### src/rtl/jtcop_mcu_rom.sv
// jtcop_mcu_rom -- ROM fetch stage in front of the HuC6280 protection MCU.
//
// Answers MCU byte fetches from a 32-bit line buffer and refills that buffer
// from the SDRAM ROM slot over the jtframe rom_cs/rom_ok handshake. For the
// Hippodrome game (game_id == HIPPO_ID) every byte has bits 7 and 0 swapped at
// fill time, so the MCU always reads plain opcodes.
//
// Optional build macro: JTCOP_MCU_PREFETCH_EN adds a second line buffer that
// is filled in the background with the line following the current hit.
//
// Ports:
//   clk, rst            clock and synchronous active-high reset
//   game_id             current game; a change invalidates buffered lines
//   mcu_addr, mcu_cs    MCU byte address and ROM select (level)
//   mcu_data, mcu_ok    byte for mcu_addr and its valid flag (combinational)
//   rom_addr, rom_cs    SDRAM line address and request
//   rom_data, rom_ok    SDRAM line (byte n in bits [8n+7:8n]) and valid
module jtcop_mcu_rom #(
  parameter logic [1:0]  HIPPO_ID = 2'd1,
  parameter int unsigned AW       = 16
) (
  input  logic          clk,
  input  logic          rst,
  input  logic [1:0]    game_id,
  input  logic [AW-1:0] mcu_addr,
  input  logic          mcu_cs,
  output logic [7:0]    mcu_data,
  output logic          mcu_ok,
  output logic [AW-3:0] rom_addr,
  output logic          rom_cs,
  input  logic [31:0]   rom_data,
  input  logic          rom_ok
);

  localparam int unsigned LW = AW - 2;

  typedef enum logic [1:0] {
    ST_IDLE,
    ST_ISSUE,
    ST_WAIT
  } state_t;

  state_t        state_q, state_d;
  logic          rom_cs_q, rom_cs_d;
  logic [LW-1:0] rom_addr_q, rom_addr_d;
  logic [31:0]   line_q, line_d;
  logic [LW-1:0] tag_q, tag_d;
  logic          valid_q, valid_d;
  logic [1:0]    game_q, game_d;

  logic          hit, hit_a;
  logic [31:0]   sel_line;
  logic [31:0]   fill_data;
  logic          game_chg;

`ifdef JTCOP_MCU_PREFETCH_EN
  logic [31:0]   pline_q, pline_d;
  logic [LW-1:0] ptag_q, ptag_d;
  logic          pvalid_q, pvalid_d;
  logic          pf_q, pf_d;      // in-flight fetch targets the prefetch buffer
  logic          hit_b;
  logic [LW-1:0] tag_nxt;
`endif

  function automatic logic [31:0] descramble(input logic [31:0] d);
    logic [31:0] o;
    o = d;
    for (int unsigned i = 0; i < 4; i++) begin
      o[8*i]   = d[8*i+7];
      o[8*i+7] = d[8*i];
    end
    return o;
  endfunction

  assign fill_data = (game_id == HIPPO_ID) ? descramble(rom_data) : rom_data;
  assign game_chg  = (game_id != game_q);
  assign hit_a     = valid_q && (tag_q == mcu_addr[AW-1:2]);

`ifdef JTCOP_MCU_PREFETCH_EN
  assign hit_b    = pvalid_q && (ptag_q == mcu_addr[AW-1:2]);
  assign hit      = hit_a || hit_b;
  assign sel_line = (hit_b && !hit_a) ? pline_q : line_q;
  assign tag_nxt  = tag_q + LW'(1);
`else
  assign hit      = hit_a;
  assign sel_line = line_q;
`endif

  assign mcu_data = sel_line[{mcu_addr[1:0], 3'b000} +: 8];
  assign mcu_ok   = mcu_cs && hit;
  assign rom_addr = rom_addr_q;
  assign rom_cs   = rom_cs_q;

  always_comb begin
    state_d    = state_q;
    rom_cs_d   = rom_cs_q;
    rom_addr_d = rom_addr_q;
    line_d     = line_q;
    tag_d      = tag_q;
    valid_d    = valid_q;
    game_d     = game_id;
`ifdef JTCOP_MCU_PREFETCH_EN
    pline_d    = pline_q;
    ptag_d     = ptag_q;
    pvalid_d   = pvalid_q;
    pf_d       = pf_q;
`endif
    case (state_q)
      ST_IDLE: begin
        if (mcu_cs && !hit) begin
          rom_addr_d = mcu_addr[AW-1:2];
          rom_cs_d   = 1'b1;
          state_d    = ST_ISSUE;
`ifdef JTCOP_MCU_PREFETCH_EN
          pf_d       = 1'b0;
        end else if (mcu_cs && hit && (!pvalid_q || ptag_q != tag_nxt)) begin
          rom_addr_d = tag_nxt;
          rom_cs_d   = 1'b1;
          pf_d       = 1'b1;
          state_d    = ST_ISSUE;
`endif
        end
      end
      // rom_ok may still belong to the previous address here
      ST_ISSUE: state_d = ST_WAIT;
      ST_WAIT: begin
        if (rom_ok) begin
          rom_cs_d = 1'b0;
          state_d  = ST_IDLE;
`ifdef JTCOP_MCU_PREFETCH_EN
          if (pf_q) begin
            pline_d  = fill_data;
            ptag_d   = rom_addr_q;
            pvalid_d = 1'b1;
          end else begin
            // old primary line moves to the prefetch slot instead of
            // leaving two copies of the same line
            if (pvalid_q && ptag_q == rom_addr_q) begin
              pline_d  = line_q;
              ptag_d   = tag_q;
              pvalid_d = valid_q;
            end
            line_d  = fill_data;
            tag_d   = rom_addr_q;
            valid_d = 1'b1;
          end
`else
          line_d  = fill_data;
          tag_d   = rom_addr_q;
          valid_d = 1'b1;
`endif
        end
      end
      default: state_d = ST_IDLE;
    endcase
    // a game change overrides any fill landing on the same edge
    if (game_chg) begin
      valid_d = 1'b0;
`ifdef JTCOP_MCU_PREFETCH_EN
      pvalid_d = 1'b0;
`endif
    end
  end

  always_ff @(posedge clk) begin
    if (rst) begin
      state_q    <= ST_IDLE;
      rom_cs_q   <= 1'b0;
      rom_addr_q <= '0;
      line_q     <= '0;
      tag_q      <= '0;
      valid_q    <= 1'b0;
      game_q     <= game_id;
`ifdef JTCOP_MCU_PREFETCH_EN
      pline_q    <= '0;
      ptag_q     <= '0;
      pvalid_q   <= 1'b0;
      pf_q       <= 1'b0;
`endif
    end else begin
      state_q    <= state_d;
      rom_cs_q   <= rom_cs_d;
      rom_addr_q <= rom_addr_d;
      line_q     <= line_d;
      tag_q      <= tag_d;
      valid_q    <= valid_d;
      game_q     <= game_d;
`ifdef JTCOP_MCU_PREFETCH_EN
      pline_q    <= pline_d;
      ptag_q     <= ptag_d;
      pvalid_q   <= pvalid_d;
      pf_q       <= pf_d;
`endif
    end
  end

endmodule

### config.mk
export PLATFORM = sky130hd
export DESIGN_NAME = jtcop_mcu_rom
export DESIGN_NICKNAME = d
export VERILOG_FILES = /design/src/rtl/jtcop_mcu_rom.sv
export SDC_FILE = /design/constraint.sdc
export NUM_CORES = 1
export LEC_CHECK = 0
export CAP_MARGIN = 20
export CORE_MARGIN = 2
export CORE_UTILIZATION = 43
export CTS_CLUSTER_DIAMETER = 100
export DETAILED_ROUTE_END_ITERATION = 8
export PLACE_DENSITY = 0.76
export REMOVE_ABC_BUFFERS = 1
export SLEW_MARGIN = 20
export SYNTH_ARGS = -nofsm -noshare
export SYNTH_HDL_FRONTEND = slang
export SYNTH_SLANG_ARGS = --single-unit
### constraint.sdc
create_clock -name clk -period 1.3 [get_ports clk]
set_input_delay 0.26 -clock clk [delete_from_list [all_inputs] [get_ports clk]]
set_output_delay 0.26 -clock clk [all_outputs]
set_load 0.02 [all_outputs]
After elaboration in Yosys (flattened, before gate mapping)

Cells that the tools add are included.

Flip-flop bits (word level): 66
Output and inout bits: 24
Word-level logic and storage cells: 33

Equality and inequality tests: 7
Shifts and indexed selects: 1
Multiplexer cells: 7
Reduce and logical (&&, ||, !) cells: 11

Operators by type and width:

| operator             | count |
|---|---|
| $mux W32             | 1 |
| $shiftx A32 B6 Y8    | 1 |
| $eq A14 B14 Y1       | 1 |
| $pmux W2 S3          | 1 |
| $reduce_and A2 Y1    | 3 |
| $eq A2 B1 Y1 const B | 2 |
| $mux W2              | 2 |
| $ne A2 B2 Y1 const B | 2 |
| $logic_and A1 B1 Y1  | 3 |
| $reduce_and A3 Y1    | 1 |
| $eq A2 B2 Y1 const B | 1 |
| $logic_not A2 Y1     | 1 |
| $mux W1              | 2 |
| $ne A2 B2 Y1         | 1 |
| $pmux W1 S2          | 1 |
| $reduce_bool A2 Y1   | 1 |
| $reduce_or A2 Y1     | 1 |
| $logic_not A1 Y1     | 1 |

Depth between registers and ports, before layout

Depth after elaboration: 6
Mapped depth: 6

Least setup slack after synthesis

No wires, ideal clock.

Path type: register -> register
From: register tag_q[9]
To: register rom_addr_q[10] (netlist: rom_addr[10])
Arrival: 1.386 ns
Data required time: 1.228 ns
Slack: -0.157 ns
Stages on the path, launching flop included: 7
Period minus slack after synthesis: 1.457 ns
Cells stage by stage: dfxtp_1 -> xnor2_1 -> nand4_1 -> nor4_2 -> nor4b_4 -> buf_6 -> mux2i_1

Longest elaborated chain between the ends: 5

Ends and longest elaborated chain:

| what                        | RTL line | text |
|---|---|---|
| start, declared             | 47       | `logic [LW-1:0] tag_q, tag_d;` |
| start signal, assigned      | 185      | `tag_q <= tag_d;` |
| $eq A14 B14 Y1              | 77       | `assign hit_a = valid_q && (tag_q == mcu_addr[AW-1:2]);` |
| $logic_and A1 B1 Y1         | 77       |  |
| $logic_not A1 Y1            | 110      | `if (mcu_cs && !hit) begin` |
| $logic_and A1 B1 Y1         | 110      |  |
| $reduce_and A2 Y1 (no line) | --       |  |
| end signal, assigned        | 183      | `rom_addr_q <= rom_addr_d;` |
| end, declared               | 45       | `logic [LW-1:0] rom_addr_q, rom_addr_d;` |

Every way passes these cells.
A chain may end at the register's enable or synchronous reset.

Worst setup path after layout

From: register tag_q[7]
To: output port mcu_ok

Longest elaborated chain between the ends: 3

Ends and longest elaborated chain:

| what                | RTL line | text |
|---|---|---|
| $eq A14 B14 Y1      | 77       |  |
| $logic_and A1 B1 Y1 | 77       |  |
| $logic_and A1 B1 Y1 | 90       | `assign mcu_ok = mcu_cs && hit;` |
| end, declared       | 28       | `output logic mcu_ok,` |

Every way passes these cells.

==> metrics.csv <==
stage;metric;value;unit
run_status;status;complete, but fails checks;
run_status;violations;setup timing;
logic_synthesis;synth_top_area_share;46.5;%
sta;max_freq;0.535;GHz
drt;firstDrtPassIters;4;
final_layout;n_fill_cell;522;
setup_path;reg2regPathDepth;8;
drt;viasPerCell;5.07;
setup_path;end_kind;output port;
logic_synthesis;ys.flop_type;dfxtp_1;
setup_path;path_cells;xnor2_2, nand3_1, nor4_2, and2_4, buf_6;
logic_synthesis;avgSynthCellArea;8.89;µm²
logic_synthesis;synth-seq-cells;66;
setup_path;r2r_slack;-400;ps
logic_synthesis;synth_cell_types;26;
logic_synthesis;ys_seq_area_share;46.5;%
place;place_congestion;0.762;
logic_synthesis;yosys_warnings;0;
run;maxCapViolCount;0;
logic_synthesis;async_reset_ff_share;0;%
cts;cts_made_buffers;9;
drt;drt-wirelength-per-cell;14.1;µm
sta;tightest_slew;288;ps
cts;numClockSinks;66;
final_layout;multi_input_area;1470;µm²
drt;drc_errors;0;
logic_synthesis;syn_inst;320;
setup_path;critPathTopFamily;simple AND/OR/NAND/NOR gates;
cts;clk_latency;340;ps
place;dp.cells;471;
setup_path;cpPeakStageDelay;350;ps
die;row_count;29;
setup_path;cpMaxStageDelayCell;nor4_2;
setup_path;crit_type;flop to output port;
sta;holdWs;348;ps
pwr;peakVddDrop;0.868;mV
cts;cts_tree;yes;
logic_synthesis;yosysTopAreaCell;dfxtp_1;
sta;finalWorstSetupSlack;-567;ps
logic_synthesis;synth.most_common_cell;nand2_1;
final_layout;drive_above_1_share;24.7;%
setup_path;r2r_start;tag_q[7];
final_layout;fin_area;4200;µm²
drt;routed-via-count;2507;
setup_path;required;1040;ps
setup_path;cp_num_buf_inv;1;
global_routing;gr-usage-all-layers;20.1;%
setup_path;crit_path_start_kind;flop;
cts;cts_max_path_buffers;2;
place;dpl_cell_area;3860;µm²
logic_synthesis;synth_common_cells;nand2_1 (92), dfxtp_1 (66), a21oi_1 (38);
setup_path;crit_fanout;2;
sta;slew-limit-headroom;80.6;%
final_layout;syn_to_final_growth;47.7;%
global_routing;antenna_found_initial;0;
hold_path;min_to;rom_addr[3];
sta;setup-violations-final;25;
drt;wl;6950;µm
setup_path;critPathArrivalTime;1610;ps
final_layout;fin_nets;467;
sta;skew;8.18;ps
final_layout;fin_cells;494;
cts;cts-root-buf;clkbuf_8;
logic_synthesis;synth_edf_count;0;
sta;rsz0062_at_grt;true;
final_layout;regArea;1350;µm²
logic_synthesis;synth_area_leaders;dfxtp_1 (46%), nand2_1 (12%), a21oi_1 (6.7%);
hold_path;hold_class;primary input to flop;
die;dieWidth;85.3;µm
logic_synthesis;syn_area;2840;µm²
cts;clkTransAtPathRegs;70;ps
sta;finalCriticalPeriod;1870;ps
place;portBuffers;77;
sta;hold_violations;0;
place;dpl.hpwl;4630;µm
cts;htreeDepth;3;
die;die-area;7280;µm²
hold_path;hold_start;mcu_addr[5];
pwr;p_leak;0.00159;µW
sta;tns;-7580;ps
pwr;power.density;1110;nW/µm²
final_layout;antenna_cells;0;
drt;drt_iter0_drc;88;
die;die_h;85.3;µm
die;start_util;44.5;%
global_routing;grt_pass1_wl;11500;µm
die;ios;78;
cts;ctsHoldBuffers;0;
drt;drtAntennaViolNets;0;
global_routing;grt_max_degree;58;
hold_path;hold_depth;3;
sta;period_share;144;%
final_layout;final_util;65.8;%
setup_path;timing.rr.end;rom_addr[13];
die;fp.coreArea;6390;µm²
global_routing;first_global_vias;2507;
global_routing;overflow;0;
sta;drv_slew;0;
area by class of cell:
| cell class | count | area share (%) |
|---|---|---|
| clock inverter | 6 | 1.97 |
| clock buffer | 9 | 2.95 |
| tap | 77 | 2.29 |
| timing repair buffer | 105 | 25.8 |
| sequential | 66 | 32.1 |
| multi-input combinational | 231 | 34.9 |
per-stage QoR:
| step | worst slack [ps] | total power (µW) |
|---|---|---|
| finish | -567 | 4640 |
| floorplan | -543 | 2430 |
| CTS | -582 | 4680 |
| detailed placement | -1110 | 2870 |
| global route | -655 | 4840 |
| global placement | -1090 | 2860 |
layout by cell type (no fill, tap or decap), drive strengths merged, types with 3 or more instances in the layout:
cell	instances
clkinv	3
clkdlybuf4s15	7
nand2	92
mux2i	15
mux4	8
nor2	11
dfxtp	66
dlygate4sd2	16
clkdlybuf4s50	35
clkbuf	17
a311oi	8
nand4	3
buf	39
nand2b	24
a21oi	38
or2b	5
xnor2	14
worst max path at each step:
stage	cells past startpoint	start	end	slack (ps)
6_report	5	tag_q[7]	mcu_ok	-570
5_1_grt	5	tag_q[7]	mcu_ok	-660
4_1_cts	5	tag_q[7]	mcu_ok	-580
3_5_place_dp	6	mcu_addr[9]	mcu_ok	-1110
3_3_place_gp	6	mcu_addr[9]	mcu_ok	-1090
2_1_floorplan	3	state_q[1]	valid_q	-540
per-layer routing:
layer	part of all wire (%)	vias up	track usage [%]
li1	-	1252	-
met1	42	1176	24.0
met2	52	71	35.1
met3	4.9	8	5.35
met4	1.2	0	6.78
met5	0	-	0
state kept, by name, indices dropped and copies added (netlist names):
name / count
rom_addr: 14
valid_q: 1
state_q: 2
line_q: 32
tag_q: 14
game_q: 2
rom_cs: 1
where the power goes:
group          internal (µW)  leakage [µW]  switching [µW]
sequential              2090      0.000545            44.4
clock                   1060      0.000105             759
combinational            388      0.000936             303
total                   3540       0.00159            1110
repair_timing:
item | in CTS | in global routing
pin swaps | 12 | 8
setup buffers | 8 | 2
resized for setup | 121 | 31
endpoints found under the setup margin | 56 | 45
cloned | 3 | 0
hold endpoints to repair | 0 | 0
worst reg2reg max path, stage by stage, from the launching register on:
cell and delay (ps):
dfxtp_2 340, xnor2_2 150, nand3_1 120, nor4_2 350, buf_4 180, nor4b_4 50
buf_6 130, buf_12 130, mux2i_2 140
kinds of logic (layout without fill, tap and decap cells):
| group | Yosys count | in the layout | share of synthesized area, % |
|---|---|---|---|
| mux | 23 | 23 | 11.6 |
| compound gates | 47 | 47 | 9.50 |
| simple gates | 145 | 145 | 24.0 |
| xor+xnor | 16 | 16 | 4.93 |
| buf+inv | 23 | 120 | 3.48 |
| flops | 66 | 66 | 46.5 |
No activity file was read; power rests on OpenSTA's default activity.
